<file path="config.mk">
export PLATFORM = sky130hd
export DESIGN_NAME = reg_file_wr_arb
export DESIGN_NICKNAME = d
export VERILOG_FILES = /design/src/rtl/reg_file_wr_arb.sv
export SDC_FILE = /design/constraint.sdc
export NUM_CORES = 1
export LEC_CHECK = 0
export BUFFER_PORTS_ARGS = -buffer_cell sky130_fd_sc_hd__buf_2
export CAP_MARGIN = 40
export CORE_MARGIN = 5
export CORE_UTILIZATION = 50
export DETAILED_ROUTE_END_ITERATION = 10
export PLACE_DENSITY_LB_ADDON = 0.2
export SLEW_MARGIN = 20
export SYNTH_ARGS = -nofsm -noshare
export SYNTH_HDL_FRONTEND = slang
export SYNTH_SLANG_ARGS = --single-unit
</file>
<file path="constraint.sdc">
create_clock -name clk -period 10.56 [get_ports clk]
set_input_delay 1.056 -clock clk [delete_from_list [all_inputs] [get_ports clk]]
set_output_delay 1.056 -clock clk [all_outputs]
set_load 0.01 [all_outputs]
</file>
<file path="src/rtl/reg_file_wr_arb.sv">
// Round-robin write-back arbiter in front of the register file.
// Writes to r0 are accepted and counted, but they are never forwarded to the register file.
package reg_file_pkg;
  typedef struct packed {
    logic [4:0]  addr;
    logic [31:0] data;
  } reg_file_wr_req_pkt_t;
endpackage

module reg_file_wr_arb
  import reg_file_pkg::*;
#(
  parameter int NUM_REQ    = 3,
  parameter int DROP_CNT_W = 16
) (
  input  logic                                clk,
  input  logic                                resetn,
  input  logic                 [NUM_REQ-1:0]  req_vld,
  input  reg_file_wr_req_pkt_t [NUM_REQ-1:0]  req_pkt,
  output logic                 [NUM_REQ-1:0]  req_rdy,
  output logic                                reg_file_wr_req_vld,
  output reg_file_wr_req_pkt_t                reg_file_wr_req_pkt,
  output logic                 [DROP_CNT_W-1:0] drop_cnt
);
  localparam int PTR_W = (NUM_REQ > 1) ? $clog2(NUM_REQ) : 1;

  // Handshake: requester i transfers in a cycle where req_vld[i] && req_rdy[i]. It must hold
  // req_vld and req_pkt stable until then. req_rdy is one-hot or zero and only follows req_vld.
  logic [PTR_W-1:0]     rr_ptr;
  logic [PTR_W-1:0]     gnt_idx;
  logic [PTR_W-1:0]     nxt_ptr;
  logic [PTR_W:0]       sum;
  logic                 found;
  logic                 xfer;
  reg_file_wr_req_pkt_t win_pkt;

  // The first valid requester at or after rr_ptr wins, searching upward with wrap.
  always_comb begin
    gnt_idx = '0;
    found   = 1'b0;
    sum     = '0;
    for (int off = 0; off < NUM_REQ; off++) begin
      sum = {1'b0, rr_ptr} + (PTR_W+1)'(off);
      if (sum >= (PTR_W+1)'(NUM_REQ)) sum = sum - (PTR_W+1)'(NUM_REQ);
      if (!found && req_vld[sum[PTR_W-1:0]]) begin
        found   = 1'b1;
        gnt_idx = sum[PTR_W-1:0];
      end
    end
  end

  always_comb begin
    req_rdy = '0;
    if (found && resetn) req_rdy[gnt_idx] = 1'b1;
  end

  assign xfer    = |req_rdy;
  assign win_pkt = req_pkt[gnt_idx];
  assign nxt_ptr = (gnt_idx == PTR_W'(NUM_REQ-1)) ? '0 : gnt_idx + 1'b1;

  always_ff @(posedge clk or negedge resetn) begin
    if (!resetn) begin
      rr_ptr              <= '0;
      reg_file_wr_req_vld <= 1'b0;
      reg_file_wr_req_pkt <= '0;
      drop_cnt            <= '0;
    end else begin
      reg_file_wr_req_vld <= 1'b0;
      if (xfer) begin
        rr_ptr <= nxt_ptr;
        if (win_pkt.addr != 5'd0) begin
          reg_file_wr_req_vld <= 1'b1;
          reg_file_wr_req_pkt <= win_pkt;
        end else if (drop_cnt != '1) begin
          drop_cnt <= drop_cnt + 1'b1;
        end
      end
    end
  end
endmodule

</file>
==> key figures, run 1 <==
Critical path
  – Arr. time, crit path: 4.80 ns
  – Largest stage delay on the critical path: 0.62 ns
  – Worst path most repeated cell: mux2_4
  – Worst setup EP type: flip-flop
  – Worst-path cell chain: inv_1 > ha_1 > nand3b_1 > o211a_1 > o22ai_4 > buf_4 > mux2_2 > mux2_4 > or3_1 > o21ai_4 > inv_2 > buf_12 > mux2_4
  – Cell depth of the worst flop-to-flop path: 13
  – Worst setup SP type: flip-flop
  – WS Path Type: flip-flop to flip-flop
  – Critical Path RT: 10.75 ns
  – WP depth: 13
  – WP buf/inv: 4
  – Worst Path Max Fanout: 39
  – CP top delay family: buffers and inverters
  – CP max stage cell: or3_1

Logic synthesis
  – Number of distinct library cells after synthesis: 47
  – Simple-gate share of the synthesized area: 0.139
  – XOR/XNOR Fraction of Synth Area: 0.0372
  – Synth Area in Compound Gates: 0.118
  – Synthesis Warnings: 0
  – Synth Area per Inst: 10.4 µm²
  – Yosys top cell by area: dfrtp_1
  – Top_reg_cell synth: dfrtp_1
  – Synth area leaders: dfrtp_1 (40%), mux2_4 (13%), mux2i_1 (10%)
  – Post-synthesis adder-cell area fraction: 0.0177
  – Synthesized area: 3530 µm²
  – Post-synth top area share: 0.397
  – Mux contribution to synthesized area: 0.255
  – Mapped Cells: 339
  – Largest family of logic cells by synthesized area: multiplexers
  – Syn Nets: 460
  – Synth Register Bits: 56
  – Async SR Flop Fraction: 1.00
  – Sequential share of the synthesized area: 0.397
  – EDFF count, synth: 0

Placement
  – Placer Congestion: 0.891
  – Final HPWL DP: 7380 µm
  – Placed cell count: 591
  – Port Buffer Count: 172
  – DP Area: 4470 µm²

Final layout
  – Design Area, Final: 4560 µm²
  – Post-layout nets: 624
  – Antenna Cells: 0
  – Post-route non-filler standard cell count: 600
  – Commonest non-fill, non-tap cells in the layout: buf_2 (172), dfrtp_1 (56), nand2_1 (42), mux2i_1 (36), o21ai_0 (35)
  – Share of cells above drive strength 1: 0.450
  – Layout Utilization: 0.668
  – Commonest non-fill, non-tap cell in the layout: buf_2
  – # fillers: 571
  – Area grow syn2layout: 29.3%

Status
  – Status: finished, final reports clean

Route
  – DR vias: 3111
  – DRT Pass-1 Iters: 5
  – Antenna viol nets, final: 0
  – Vias per cell: 5.19
  – Drt first-iter violations: 110
  – Routed len/inst: 15.4 µm
  – Total Wirelength: 9270 µm
  – DRC errors left: 0

CTS
  – Post-CTS setup buffer count: 0
  – CTS tree: yes
  – CTS Root Cell: clkbuf_8
  – Post-CTS sizing: 0
  – Clock-pin slew on the worst setup and hold paths: 0.10 ns
  – Clock buffer depth: 2
  – Clk sink count: 56
  – Clk Latency, worst-skew pair: 0.31 ns
  – CTS Buf Count: 5
  – Cts-stage hold buffer count: 0
  – H-Tree Depth: 2

Timing
  – Final setup fails: 0
  – Slew headroom: 0.539
  – Achievable clock frequency: 217 MHz
  – Slew Viols, Final: 0
  – Final period util: 0.437
  – Skew final: 0.00837 ns
  – Min Tclk post-route: 4.61 ns
  – Setup TNS: 0 ns
  – Slew at the pin with the worst max-slew slack: 0.692 ns
  – Final Hold Vio Count: 0
  – RSZ-0062 raised after global routing: no

Floorplanning
  – Num rows: 30
  – Die height: 94.0 µm
  – Io pins: 173
  – Core box area: 6830 µm²
  – Area of the die: 8840 µm²
  – Starting Density: 0.517
  – Die W: 94.0 µm

Global route
  – GR Overflow Total: 0
  – Vias in the first global route: 3062
  – Largest net degree at the start of global routing: 58
  – Initial antenna violation count: 0
  – Total track usage: 0.207
  – First-pass GRT wire length: 14600 µm

Power and ir drop
  – P_leak: 2.41 nW
  – Pwr/cell area: 329 nW/µm²
  – Worst vdd ir: 0.166 mV

Run
  – Max-cap violations: 0

Hold path
  – Hold path depth: 1
  – Hold Path Class: flip-flop to flip-flop
[worst register-to-register path, stage by stage, from the launching register on]
cell and delay, ns:
dfrtp_1 0.43, inv_1 0.10, ha_1 0.34, nand3b_1 0.32, o211a_1 0.27, o22ai_4 0.14, buf_4 0.50, mux2_2 0.41
mux2_4 0.26, or3_1 0.62, o21ai_4 0.32, inv_2 0.23, buf_12 0.24, mux2_4 0.31
[sequential cells by signal, summed over array words and instances (netlist names)]
signal and cells:
drop_cnt 16, reg_file_wr_req_pkt 37, reg_file_wr_req_vld 1, rr_ptr 2
[layer usage]
layer | GRT usage | up-vias | share of wire
met5 | 0 | - | 0
met3 | 0.0473 | 5 | 0.072
met4 | 0.0325 | 0 | 0.0049
met1 | 0.266 | 1434 | 0.41
met2 | 0.361 | 122 | 0.51
li1 | - | 1550 | -
[per-stage QoR]
step / power (mW) / hold slack (ns) / setup slack, ns
after detailed placement: 1.40 / 0.478 / 5.68
after global routing: 1.63 / 0.508 / 5.59
after CTS: 1.51 / 0.492 / 5.92
final: 1.50 / 0.491 / 5.95
after global placement: 1.34 / 0.472 / 5.73
after floorplan: 1.14 / 0.506 / 6.87
[where the power goes]
| part | total (mW) | switching (mW) | internal, mW |
|---|---|---|---|
| sequential | 0.356 | 0.0524 | 0.303 |
| clock | 0.116 | 0.0679 | 0.0476 |
| combinational | 1.03 | 0.525 | 0.503 |
[kinds of logic (layout without fill, tap and decap cells)]
group	count (synthesis)	in the layout
AOI/OAI and AO/OA	65	65
xor gates and xnor gates	15	15
adders and majority gates	5	5
buffers and inverters	24	189
DFF	56	56
muxes	74	74
and+or+nand+nor	100	100
[final timing paths]
check	slack, ns	end	start
max in group asynchronous	9.23	reg_file_wr_req_pkt[1]	resetn
min in group asynchronous	0.87	drop_cnt[0]	resetn
min	0.49	drop_cnt[10]	drop_cnt[10]
max reg2reg	5.95	reg_file_wr_req_pkt[1]	rr_ptr[0]
min reg2reg	0.49	drop_cnt[10]	drop_cnt[10]
max	5.95	reg_file_wr_req_pkt[1]	rr_ptr[0]
[synthesized netlist by cell type (all sizes together), types with 4 or more instances]
library cell / number
nand3: 8
buf: 8
nand3b: 4
mux2i: 36
mux2: 38
a31oi: 4
nand2: 43
nor2: 8
nor3: 10
nor4: 7
and3: 4
ha: 5
dfrtp: 56
clkbuf: 12
or3: 4
a21oi: 6
o21ai: 37
inv: 4
xor2: 14
[cell type report]
| type | instances | area [µm²] | share of cell area |
|---|---|---|---|
| multi-input cells | 259 | 2020 | 0.442 |
| flip-flops and latches | 56 | 1400 | 0.307 |
| repair buffers | 177 | 923 | 0.202 |
| well taps | 96 | 120 | 0.0263 |
| clock buffers | 7 | 76.3 | 0.0167 |
| inverters | 4 | 15.0 | 0.00329 |
| clock inverters | 1 | 8.76 | 0.00192 |
No activity file was read; power rests on OpenSTA's default activity.
==> run 2, diff against run 1 <==
Settings changed: CORE_UTILIZATION 50 to 42.
Clock period 10.56 ns to 4.2 ns, I/O delays scaled along.
==> run 2 against run 1 <==
Against the previous run:
- sequential power grew 150%
- first-iteration DRC count shrank 38%
- hold slack lost 0.16 ns
- register-to-register slack lost 5.7 ns
- clock power grew to 2.6 times the previous value
- via count grew 1.6%
- worst setup slack lost 5.7 ns
- utilization shrank 11 points
- cell count grew 1.8%
- critical path depth shrank 1
- cell area grew 0.41%
==> key figures, run 2 (same netlist as run 1, synthesis figures left out) <==
Power and ir drop
  – Sequential power share: 0.234 (-0.003)
  – Switching portion of total power: 0.430 (about the same)
  – Internal Power: 2.16 mW (+150%)
  – Worst vdd ir: 0.381 mV (+130%)
  – Sw Pwr: 1.63 mW (+150%)
  – P_leak: 2.42 nW (+0.34%)
  – Combinational share of power: 0.687 (about the same)
  – Clock power frac: 0.079 (+0.002)
  – Pwr/cell area: 827 nW/µm² (+150%)

Critical path
  – CP max stage cell: a21oi_1
  – WS Path Type: flip-flop to flip-flop
  – Critical Path RT: 4.39 ns (-6.36 ns)
  – Worst setup EP type: flip-flop
  – WP buf/inv: 3 (-1)
  – Largest stage delay on the critical path: 0.47 ns (-0.15 ns)
  – Critical R2R Launch: rr_ptr[0]
  – R2R Setup Slk: 0.28 ns (-5.67 ns)
  – Arr. time, crit path: 4.11 ns (-0.69 ns)
  – Worst-path cell chain: inv_1 > ha_1 > nand3b_1 > a21oi_1 > o22ai_4 > mux2_2 > mux2_4 > or3_1 > o21ai_4 > inv_2 > buf_12 > mux2_4
  – Worst Path Max Fanout: 27 (-31%)
  – CP Launch Point: rr_ptr[0]
  – Cell depth of the worst flop-to-flop path: 12 (-1)
  – CP top delay family: compound AO/OA/AOI/OAI gates
  – Worst path most repeated cell: mux2_4
  – Worst setup SP type: flip-flop
  – FF-to-FF End: reg_file_wr_req_pkt[12]

CTS
  – Clk Latency, worst-skew pair: 0.30 ns (about the same)
  – Clock buffer depth: 2 (unchanged)
  – Cts-stage hold buffer count: 0 (unchanged)
  – Post-CTS sizing: 0 (unchanged)
  – Clk sink count: 56 (unchanged)
  – Post-CTS setup buffer count: 0 (unchanged)
  – CTS Root Cell: clkbuf_8
  – H-Tree Depth: 2 (unchanged)
  – Clock-pin slew on the worst setup and hold paths: 0.09 ns (about the same)
  – CTS Buf Count: 5 (unchanged)
  – CTS tree: yes

Global route
  – Initial antenna violation count: 0 (unchanged)
  – Largest net degree at the start of global routing: 68 (+17%)
  – GR Overflow Total: 0 (unchanged)
  – Total track usage: 0.181 (-0.0256)
  – Vias in the first global route: 3162 (+3.3%)
  – First-pass GRT wire length: 15000 µm (+2.8%)

Route
  – Drt first-iter violations: 68 (-38%)
  – DRT Pass-1 Iters: 4 (-1)
  – Routed len/inst: 15.7 µm (+1.8%)
  – DR vias: 3161 (+1.6%)
  – DRC errors left: 0 (unchanged)
  – Vias per cell: 5.17 (-0.22%)
  – Total Wirelength: 9600 µm (+3.6%)
  – Antenna viol nets, final: 0 (unchanged)

Final layout
  – # fillers: 772 (+35%)
  – Antenna Cells: 0 (unchanged)
  – Area grow syn2layout: 29.8%
  – Share of cells above drive strength 1: 0.453 (+0.00217)
  – Biggest register: reg_file_wr_req_pkt
  – Largest register FFs: 37 (unchanged)
  – Commonest non-fill, non-tap cell in the layout: buf_2
  – Post-layout nets: 626 (+0.32%)
  – Commonest non-fill, non-tap cells in the layout: buf_2 (172), dfrtp_1 (56), nand2_1 (42), mux2i_1 (36), o21ai_0 (35)
  – Largest registers: reg_file_wr_req_pkt: 37 flops, drop_cnt: 16 flops, rr_ptr: 2 flops

Placement
  – Port Buffer Count: 172 (unchanged)
  – Final HPWL DP: 7690 µm (+4.2%)
  – Placer Congestion: 0.883 (-0.98%)

Timing
  – Final setup fails: 0 (unchanged)
  – Slew Viols, Final: 0 (unchanged)
  – WHS: 0.332 ns (-0.158 ns)
  – Setup TNS: 0 ns (unchanged)
  – RSZ-0062 raised after global routing: no
  – Skew final: 0.00620 ns (-0.00217 ns)
  – Final Hold Vio Count: 0 (unchanged)
  – Min Tclk post-route: 3.92 ns (-0.693 ns)
  – Slew at the pin with the worst max-slew slack: 0.700 ns (+0.00803 ns)
  – Slew headroom: 0.533 (-0.00536)
  – Achievable clock frequency: 255 MHz (+18%)
  – Final period util: 0.932 (+0.496)

Floorplanning
  – Die W: 102 µm (+8.1%)
  – Io pins: 173 (unchanged)
  – Area of the die: 10300 µm² (+17%)
  – Die height: 102 µm (+8.1%)
  – Num rows: 33 (+10%)
  – Core box area: 8220 µm² (+20%)
  – Starting Density: 0.430 (-0.0871)

Run
  – Max-cap violations: 0 (unchanged)

Status
  – Status: finished, final reports clean

Hold path
  – Hold Path Class: primary input to asynchronous set/reset pin
==> run 2: cell count changes in the layout (fill, tap and decap cells not counted) <==
| cell | change |
|---|---|
| buf_4 | +4 |
| clkbuf_8 | +1 |
| clkbuf_4 | -1 |
| buf_12 | -1 |
| clkinv_4 | -1 |
==> run 2: routing by layer <==
| layer | part of all wire | routed length, µm | track usage |
|---|---|---|---|
| met1 | 0.40 | 3890 | 0.227 |
| met2 | 0.50 | 4830 | 0.312 |
| met5 | 0 | 0 | 0 |
| met3 | 0.075 | 724 | 0.0441 |
| met4 | 0.016 | 156 | 0.0501 |
==> run 2: final cells by class <==
class	instances	area [µm²]	share of cell area
clock buffers	8	90.1	0.0197
multi-input cells	259	2020	0.440
repair buffers	179	926	0.202
inverters	4	15.0	0.00328
well taps	105	131	0.0287
flip-flops and latches	56	1400	0.306
==> run 2: stage by stage <==
step	area, µm²	total power [mW]	cells	worst slack (ns)	utilization
2_1_floorplan	3530	2.87	339	0.773	-
3_3_place_gp	4470	3.43	602	0.370	0.544
3_5_place_dp	4490	3.53	603	0.278	0.547
4_1_cts	4580	3.84	611	0.288	0.558
5_1_grt	4580	4.09	611	0.0511	0.558
6_report	4580	3.79	611	0.284	0.558
==> run 2: power groups by stage <==
stage	Sequential, mW	Clock [mW]	Combinational (mW)
after floorplan	0.973	0	1.90
after global placement	0.891	0	2.54
after detailed placement	0.884	0	2.65
after CTS	0.887	0.315	2.64
after global routing	0.917	0.328	2.84
final	0.885	0.301	2.60
==> run 2: how the worst max path moves through the flow <==
stage	endpoint	slack [ns]	cells after the start
finish	reg_file_wr_req_pkt[12]	0.28	12
CTS	reg_file_wr_req_pkt[12]	0.29	12
detailed placement	reg_file_wr_req_pkt[12]	0.28	12
floorplan	reg_file_wr_req_pkt[0]	0.77	14
global placement	reg_file_wr_req_pkt[18]	0.37	11
global route	reg_file_wr_req_pkt[5]	0.05	12
==> run 3, diff against run 2 <==
Settings changed: MAX_ROUTING_LAYER set to met4.
==> run 3 against run 2 <==
Against the previous run:
- global-route usage grew 0.65 points
- power is essentially flat
- first-iteration DRC count grew 12%
- clock power is essentially flat
- hold slack is essentially flat
- die area is the same
- cell area is the same
- via count grew 0.41%
- sequential share of layout area is the same
- cell count is the same
- maximum frequency shrank 0.23%
==> key figures, run 3 (same netlist as run 1, synthesis figures left out) <==
Status
  – Status: finished, final reports clean

Power and ir drop
  – Internal Power: 2.16 mW (about the same)
  – Sequential power share: 0.234 (about the same)
  – Sw Pwr: 1.63 mW (-0.22%)
  – Combinational share of power: 0.687 (about the same)
  – P_leak: 2.42 nW (unchanged)
  – Switching portion of total power: 0.430 (-0.000527)
  – Pwr/cell area: 826 nW/µm² (about the same)
  – Worst vdd ir: 0.379 mV (-0.43%)
  – Clock power frac: 0.079 (about the same)

Route
  – Total Wirelength: 9600 µm (about the same)
  – DRT Pass-1 Iters: 4 (unchanged)
  – Routed len/inst: 15.7 µm (about the same)
  – DR vias: 3174 (+0.41%)
  – Drt first-iter violations: 76 (+12%)
  – DRC errors left: 0 (unchanged)
  – Antenna viol nets, final: 0 (unchanged)
  – Vias per cell: 5.19 (+0.41%)

Final layout
  – Largest register FFs: 37 (unchanged)
  – Multi-input gate area in the final layout: 2020 µm² (unchanged)
  – Commonest non-fill, non-tap cell in the layout: buf_2
  – Biggest register: reg_file_wr_req_pkt
  – Antenna Cells: 0 (unchanged)
  – Area grow syn2layout: 29.8% (unchanged)
  – # fillers: 772 (unchanged)
  – Share of cells above drive strength 1: 0.453 (unchanged)
  – Commonest non-fill, non-tap cells in the layout: buf_2 (172), dfrtp_1 (56), nand2_1 (42), mux2i_1 (36), o21ai_0 (35)
  – Largest registers: reg_file_wr_req_pkt: 37 flops, drop_cnt: 16 flops, rr_ptr: 2 flops
  – Post-layout nets: 626 (unchanged)
  – Sequential cell area: 1400 µm² (unchanged)

Floorplanning
  – Core box area: 8220 µm² (unchanged)
  – Num rows: 33 (unchanged)
  – Die W: 102 µm (unchanged)
  – Area of the die: 10300 µm² (unchanged)
  – Io pins: 173 (unchanged)
  – Starting Density: 0.430 (unchanged)
  – Die height: 102 µm (unchanged)

Critical path
  – CP max stage cell: a21oi_1
  – Worst path most repeated cell: mux2_4
  – Critical Path RT: 4.39 ns (about the same)
  – Worst Path Max Fanout: 27 (unchanged)
  – CP top delay family: compound AO/OA/AOI/OAI gates
  – WS Path Type: flip-flop to flip-flop
  – Worst-path cell chain: inv_1 > ha_1 > nand3b_1 > a21oi_1 > o22ai_4 > mux2_2 > mux2_4 > or3_1 > o21ai_4 > inv_2 > buf_12 > mux2_4
  – Largest stage delay on the critical path: 0.48 ns (about the same)
  – Worst setup SP type: flip-flop
  – Worst setup EP type: flip-flop
  – Arr. time, crit path: 4.12 ns (about the same)
  – WP buf/inv: 3 (unchanged)

Placement
  – Port Buffer Count: 172 (unchanged)
  – Placer Congestion: 0.897 (+1.7%)
  – Final HPWL DP: 7690 µm (unchanged)

Timing
  – Slew Viols, Final: 0 (unchanged)
  – Skew final: 0.00366 ns (-0.00254 ns)
  – Slew headroom: 0.532 (-0.000924)
  – Setup TNS: 0 ns (unchanged)
  – Achievable clock frequency: 255 MHz (-0.23%)
  – WHS: 0.332 ns (-0.000300 ns)
  – Final Hold Vio Count: 0 (unchanged)
  – Min Tclk post-route: 3.93 ns (+0.00888 ns)
  – Final setup fails: 0 (unchanged)
  – Final period util: 0.935 (+0.00211)
  – Slew at the pin with the worst max-slew slack: 0.702 ns (+0.00139 ns)
  – RSZ-0062 raised after global routing: no

Global route
  – Total track usage: 0.188 (+0.00648)
  – Vias in the first global route: 3156 (-0.19%)
  – Initial antenna violation count: 0 (unchanged)
  – First-pass GRT wire length: 15100 µm (+0.46%)
  – GR Overflow Total: 0 (unchanged)
  – Largest net degree at the start of global routing: 68 (unchanged)

CTS
  – Clock-pin slew on the worst setup and hold paths: 0.10 ns (about the same)
  – Clk sink count: 56 (unchanged)
  – Clk Latency, worst-skew pair: 0.30 ns (about the same)
  – Cts-stage hold buffer count: 0 (unchanged)
  – CTS tree: yes
  – CTS Buf Count: 5 (unchanged)
  – Post-CTS sizing: 0 (unchanged)
  – Clock buffer depth: 2 (unchanged)
  – Post-CTS setup buffer count: 0 (unchanged)
  – H-Tree Depth: 2 (unchanged)
  – CTS Root Cell: clkbuf_8

Hold path
  – Hold Path Class: primary input to asynchronous set/reset pin

Run
  – Max-cap violations: 0 (unchanged)
-- run 3: metrics by stage --
stage	setup slack (ns)	area (µm²)	utilization	total power, mW	instances
after floorplan	0.773	3530	-	2.87	339
after global placement	0.370	4470	0.544	3.43	602
after detailed placement	0.278	4490	0.547	3.53	603
after CTS	0.288	4580	0.558	3.84	611
after global routing	0.0477	4580	0.558	4.09	611
final	0.275	4580	0.558	3.79	611
-- run 3: area by class of cell --
class                      count  area share
clock buffer                   8      0.0197
inverter                       4     0.00328
multi-input combinational    259       0.440
sequential                    56       0.306
tap                          105      0.0287
timing repair buffer         179       0.202
-- run 3: power groups by stage --
stage                     Clock, mW  Sequential [mW]  Combinational (mW)
final                         0.300            0.886                2.60
after global routing          0.329            0.917                2.84
after CTS                     0.315            0.887                2.64
after detailed placement          0            0.884                2.65
after global placement            0            0.891                2.54
after floorplan                   0            0.973                1.90
-- run 3: worst reg2reg max path, cell delays in order (launching register included) --
cell and delay [ns]:
dfrtp_1 0.42, inv_1 0.10, ha_1 0.35, nand3b_1 0.32, a21oi_1 0.48, o22ai_4 0.19, mux2_2 0.31, mux2_4 0.26
or3_1 0.44, o21ai_4 0.25, inv_2 0.16, buf_12 0.22, mux2_4 0.33
-- run 3: layer usage --
layer  up-vias  track usage  part of all wire
li1       1558            -                 -
met2       124        0.311              0.50
met5         -            -                 0
met1      1478        0.235              0.41
met3        14       0.0365             0.067
met4         0       0.0501             0.016
-- run 3: final timing paths --
check / slack (ns) / startpoint / cells past startpoint / to
worst max-delay path: 0.27 / rr_ptr[0] / 12 / reg_file_wr_req_pkt[12]
worst min-delay path: 0.33 / resetn / 2 / drop_cnt[0]
worst max register to register: 0.27 / rr_ptr[0] / 12 / reg_file_wr_req_pkt[12]
worst min register to register: 0.49 / drop_cnt[15] / 1 / drop_cnt[15]
max in group asynchronous: 3.41 / resetn / 2 / reg_file_wr_req_pkt[21]
min in group clk: 0.45 / req_pkt[96] / 4 / reg_file_wr_req_pkt[22]
